<file path="src/rtl/bridge_gate_driver.sv">
// Full-bridge gate driver: per-leg dead-time FSMs, sticky shoot-through fault,
// sigma reconstruction from applied gates, half-period and switch-count measurement.
module bridge_gate_driver #(
  parameter int DEADTIME = 8,
  parameter int PERIOD_W = 16
) (
  input  logic                i_clock,
  input  logic                i_RESET,
  input  logic [3:0]          i_MOSFET,
  input  logic                i_enable,
  input  logic                i_clear_fault,
  output logic [3:0]          o_gate,
  output logic [1:0]          o_sigma,
  output logic                o_fault,
  output logic [PERIOD_W-1:0] o_half_period,
  output logic                o_period_valid,
  output logic [PERIOD_W-1:0] o_switch_count
);

  typedef enum logic [1:0] {
    LEG_OFF  = 2'd0,
    LEG_HIGH = 2'd1,
    LEG_LOW  = 2'd2,
    LEG_DEAD = 2'd3
  } leg_state_t;

  // Handshake: none; i_MOSFET is a level command sampled every cycle into cmd_q.
  logic [3:0]    cmd_q;
  logic          fault_q;
  logic          fault_det;
  logic          force_off;
  leg_state_t    state_q [2];
  leg_state_t    state_d [2];
  logic [7:0]    cnt_q   [2];
  logic [7:0]    cnt_d   [2];
  logic          tgt_q   [2];
  logic          tgt_d   [2];

  logic [1:0]          sigma_d;
  logic                sigma_chg;
  logic [PERIOD_W-1:0] cyc_q;
  logic                ref_valid_q;

  assign fault_det = (cmd_q[0] & cmd_q[2]) | (cmd_q[1] & cmd_q[3]);
  assign force_off = fault_q | fault_det | ~i_enable;

  always_ff @(posedge i_clock or negedge i_RESET) begin
    if (!i_RESET) begin
      cmd_q   <= 4'b0000;
      fault_q <= 1'b0;
    end else begin
      cmd_q <= i_MOSFET;
      if (fault_det)
        fault_q <= 1'b1;
      else if (i_clear_fault)
        fault_q <= 1'b0;
    end
  end

  always_ff @(posedge i_clock or negedge i_RESET) begin
    if (!i_RESET) begin
      for (int i = 0; i < 2; i++) begin
        state_q[i] <= LEG_OFF;
        cnt_q[i]   <= 8'd0;
        tgt_q[i]   <= 1'b0;
      end
    end else begin
      for (int i = 0; i < 2; i++) begin
        state_q[i] <= state_d[i];
        cnt_q[i]   <= cnt_d[i];
        tgt_q[i]   <= tgt_d[i];
      end
    end
  end

  // tgt = 1 means the leg is heading for its high-side switch.
  always_comb begin
    for (int i = 0; i < 2; i++) begin
      state_d[i] = state_q[i];
      cnt_d[i]   = cnt_q[i];
      tgt_d[i]   = tgt_q[i];
      if (force_off) begin
        state_d[i] = LEG_OFF;
        cnt_d[i]   = 8'd0;
      end else begin
        case (state_q[i])
          LEG_OFF: begin
            if (cmd_q[i] ^ cmd_q[i+2]) begin
              state_d[i] = LEG_DEAD;
              tgt_d[i]   = cmd_q[i];
              cnt_d[i]   = 8'(DEADTIME);
            end
          end
          LEG_HIGH: begin
            if (!cmd_q[i] && !cmd_q[i+2]) begin
              state_d[i] = LEG_OFF;
            end else if (!cmd_q[i] && cmd_q[i+2]) begin
              state_d[i] = LEG_DEAD;
              tgt_d[i]   = 1'b0;
              cnt_d[i]   = 8'(DEADTIME);
            end
          end
          LEG_LOW: begin
            if (!cmd_q[i] && !cmd_q[i+2]) begin
              state_d[i] = LEG_OFF;
            end else if (cmd_q[i] && !cmd_q[i+2]) begin
              state_d[i] = LEG_DEAD;
              tgt_d[i]   = 1'b1;
              cnt_d[i]   = 8'(DEADTIME);
            end
          end
          LEG_DEAD: begin
            if (!cmd_q[i] && !cmd_q[i+2]) begin
              state_d[i] = LEG_OFF;
              cnt_d[i]   = 8'd0;
            end else if (cmd_q[i] != tgt_q[i]) begin
              tgt_d[i] = cmd_q[i];
              cnt_d[i] = 8'(DEADTIME);
            end else if (cnt_q[i] <= 8'd1) begin
              state_d[i] = tgt_q[i] ? LEG_HIGH : LEG_LOW;
              cnt_d[i]   = 8'd0;
            end else begin
              cnt_d[i] = cnt_q[i] - 8'd1;
            end
          end
          default: state_d[i] = LEG_OFF;
        endcase
      end
    end
  end

  always_comb begin
    for (int i = 0; i < 2; i++) begin
      o_gate[i]   = (state_q[i] == LEG_HIGH);
      o_gate[i+2] = (state_q[i] == LEG_LOW);
    end
  end

  always_comb begin
    sigma_d = o_sigma;
    case (o_gate)
      4'b1001:         sigma_d = 2'b01;
      4'b0110:         sigma_d = 2'b11;
      4'b0011, 4'b1100: sigma_d = 2'b00;
      default:         sigma_d = o_sigma;
    endcase
  end

  assign sigma_chg = i_enable && (sigma_d != o_sigma);

  // The reference is dropped last so disable/fault always wins over a same-cycle change.
  always_ff @(posedge i_clock or negedge i_RESET) begin
    if (!i_RESET) begin
      o_sigma        <= 2'b00;
      o_half_period  <= '0;
      o_period_valid <= 1'b0;
      o_switch_count <= '0;
      cyc_q          <= '0;
      ref_valid_q    <= 1'b0;
    end else begin
      o_period_valid <= 1'b0;
      if (sigma_chg) begin
        o_sigma        <= sigma_d;
        o_half_period  <= cyc_q;
        cyc_q          <= PERIOD_W'(1);
        o_switch_count <= o_switch_count + 1'b1;
        o_period_valid <= ref_valid_q;
        ref_valid_q    <= 1'b1;
      end else if (i_enable && (cyc_q != {PERIOD_W{1'b1}})) begin
        cyc_q <= cyc_q + 1'b1;
      end
      if (!i_enable || fault_q)
        ref_valid_q <= 1'b0;
    end
  end

  assign o_fault = fault_q;

endmodule
</file>
<file path="config.mk">
export PLATFORM = sky130hd
export DESIGN_NAME = bridge_gate_driver
export DESIGN_NICKNAME = d
export VERILOG_FILES = /design/src/rtl/bridge_gate_driver.sv
export SDC_FILE = /design/constraint.sdc
export NUM_CORES = 1
export LEC_CHECK = 0
export CORE_AREA = 2 2 91 93
export DETAILED_ROUTE_END_ITERATION = 7
export DIE_AREA = 0 0 93 95
export PLACE_DENSITY = 0.79
export SYNTH_ARGS = -nofsm -noshare
export SYNTH_HDL_FRONTEND = slang
export SYNTH_SLANG_ARGS = --single-unit
</file>
<file path="constraint.sdc">
create_clock -name i_clock -period 2.7 [get_ports i_clock]
set_input_delay 0.405 -clock i_clock [delete_from_list [all_inputs] [get_ports i_clock]]
set_output_delay 0.405 -clock i_clock [all_outputs]
set_load 0.1 [all_outputs]
</file>
==> run metrics <==
Switching Power=1.162 mW; Async SR Flop Fraction=100.0%; Routed wire per std cell=15.61 um; RSZ-0062 raised after global routing=false; HP Class=in2async; share of cells above drive strength 1=18.20%; worst flop-to-flop path endpoint=o_switch_count[11]; die extent in x=93 um; clock transition at the registers of the reported paths=0.08 ns; register area share after synthesis=45.49%; clock share of power=29.4%; Die Ht=95 um; met1 Track Usage GR=32.02%; top_reg_cell synth=dfrtp_1; Root Driver=clkbuf_8; Worst-Skew Late Latency=0.36 ns; vias after detailed routing=3,643; # H-tree levels=3; antenna diode count=0; critical path's top delay family=compound AO/OA/AOI/OAI gates; #FFs+latches synth=79; area grow syn2layout=17.82%; Initial Utilization=54.81%; antenna-violating nets left=0; GPL Wtd Cong=0.9024; Leak=2.342 nW; Logic pwr share=24.5%; FF-to-FF setup slack=0.15 ns; PwrDens=605.8 mW/mm^2; final hold violation count=0; Switching Fraction=37.47%; Tcrit/Tclk final=94.37%; io pins=48; Port Buffers=47; Core Util, Final=64.58%; FP Rows=33; met2 Use GR=39.25%; YS warnings=0; drt via density=5.810; WP buf/inv=2; fmax=392.5 MHz; critical path arrival=2.79 ns; largest net degree at the start of global routing=42; total CTS buffers=9; Power Internal=1.939 mW; GR Overflow Total=0; Syn Std Cell Area=0.004345 mm^2; Die ar.=0.008835 mm^2; dpl hpwl=7168 um; Setup Viol. Count Final=0; Longest Clk Path Bufs=2; layer with the highest usage=met2; Post-synth EDFFs=0; vias in the first global route=3,478; drt initial violations=190; Final min period=2.548 ns; nets=552; M3 GR Usage=3.990%; crit path kind=reg2reg; synthesized area per cell=9.467 um^2; Setup crit end kind=register; crit-path cells=inv_1 -> ha_1 -> and4bb_2 -> o22ai_1 -> buf_4 -> a211oi_4 -> nand4_1 -> xnor2_1; max_cap viols=0; Worst slew margin=50.81%; hold_buf cts=0; Fin Hold WS=0.01484 ns; gr usage total=24.12%; Initial DRT Pass Iterations=4; Setup WS pre-CTS=-0.08802 ns; post-synthesis cell type count=59; leading cell type in the layout, fill and taps excluded=dfrtp_1; post-CTS setup buffer count=0; TritonCTS clock tree=done; Worst Max-Slew Pin Slew=0.7311 ns; VDD IR max=0.4875 mV; PnR worst setup slack=0.1521 ns; status=complete, no violations; Mapped Nets=494; CP max FO=14; first-pass GRT wire length=16,740 um; R2R depth=8; slowest cell on the critical path=a211oi_4; initial antenna violation count=0; largest stage delay on the critical path=0.57 ns; # DRC=0; Syn Inst Count=459; Reg-to-Reg Start=state_q[3]; final wirelength=9790 um; Clock Sinks=79; CP startpoint=state_q[3]; Clock Skew=0.01027 ns; Core Area=0.007928 mm^2; Worst EP required=2.94 ns; most frequent cells in the layout=79 x dfrtp_1, 73 x nand2_1, 54 x buf_4; Seq pwr share=46.0%; Final Max Tran Viols=0; startpoint type of the worst setup path=register
## flip-flops by register name, summed over array words and instances (netlist names)
name,flops
cmd_q,4
cnt_q,16
cyc_q,16
o_fault,1
o_half_period,16
o_period_valid,1
o_sigma,2
o_switch_count,16
ref_valid_q,1
state_q,4
tgt_q,2
## through the flow
stage | area (um^2) | instances | total power [mW] | setup TNS [ns]
after floorplan | 4355 | 459 | 2.002 | 0
after global placement | 4912 | 611 | 2.185 | 0
after detailed placement | 4912 | 611 | 2.210 | -0.2636
after CTS | 5120 | 627 | 3.122 | 0
after global routing | 5120 | 627 | 3.258 | 0
final | 5120 | 627 | 3.101 | 0
## what timing repair did
item	CTS	global route
endpoints found under the setup margin	6	1
resized for setup	1	0
pin swaps	0	1
cloned	0	0
## power groups by stage
stage | Combinational [mW] | Clock (mW) | Sequential, mW
4_1_cts | 0.765 | 0.932 | 1.43
5_1_grt | 0.813 | 0.995 | 1.45
3_3_place_gp | 0.743 | 0 | 1.44
3_5_place_dp | 0.762 | 0 | 1.45
2_1_floorplan | 0.290 | 0 | 1.71
6_report | 0.761 | 0.913 | 1.43
## cells by family (layout without fill, tap and decap cells)
kind of cell    Yosys count  in the layout  share of synthesized area (%)
simple gates            201            201                          24.22
compound gates           93             93                          14.20
flops                    79             79                          45.49
buf+inv                  36             99                          3.570
fa+ha+maj                27             27                          7.774
xor+xnor                 21             21                          4.233
mux                       2              2                         0.5182
## worst max-delay path by stage
stage / end / slack (ns) / depth (start not counted)
floorplan: o_switch_count[3] / 0.11 / 8
global placement: cyc_q[1] / 0.08 / 7
detailed placement: cyc_q[1] / -0.09 / 7
CTS: o_switch_count[11] / 0.15 / 8
global route: o_switch_count[11] / 0.002 / 8
finish: o_switch_count[11] / 0.15 / 8
## cell type report
type / instances / area, um^2
fillers: 698 / 2808
multi-input cells: 344 / 2240
flip-flops and latches: 79 / 1977
repair buffers: 61 / 485.5
well taps: 105 / 131.4
clock buffers: 9 / 123.9
inverters: 22 / 82.58
clock inverters: 7 / 80.08
## routing by layer
layer,up-vias,wire [um]
li1,1747,-
met1,1743,4434
met2,131,4655
met3,22,475
met4,0,224
met5,-,0
## synthesized netlist by cell type (all sizes together), types with 4 or more instances
cell type,n,area [um^2]
nor3,23,120.1
dfrtp,79,1977
o221a,4,45.04
a21oi,17,88.84
nand2,73,274.0
nor2,27,101.4
nand4,9,56.30
nor4,10,83.83
nand2b,10,62.56
ha,27,337.8
nand3,16,80.08
o31ai,7,52.55
and3,5,31.28
o41ai,4,35.03
or3,7,43.79
a31oi,5,31.28
clkbuf,7,26.28
buf,7,46.29
o21ai,31,155.2
xnor2,18,157.7
inv,21,78.83
Power figures use the tool's default switching activity.
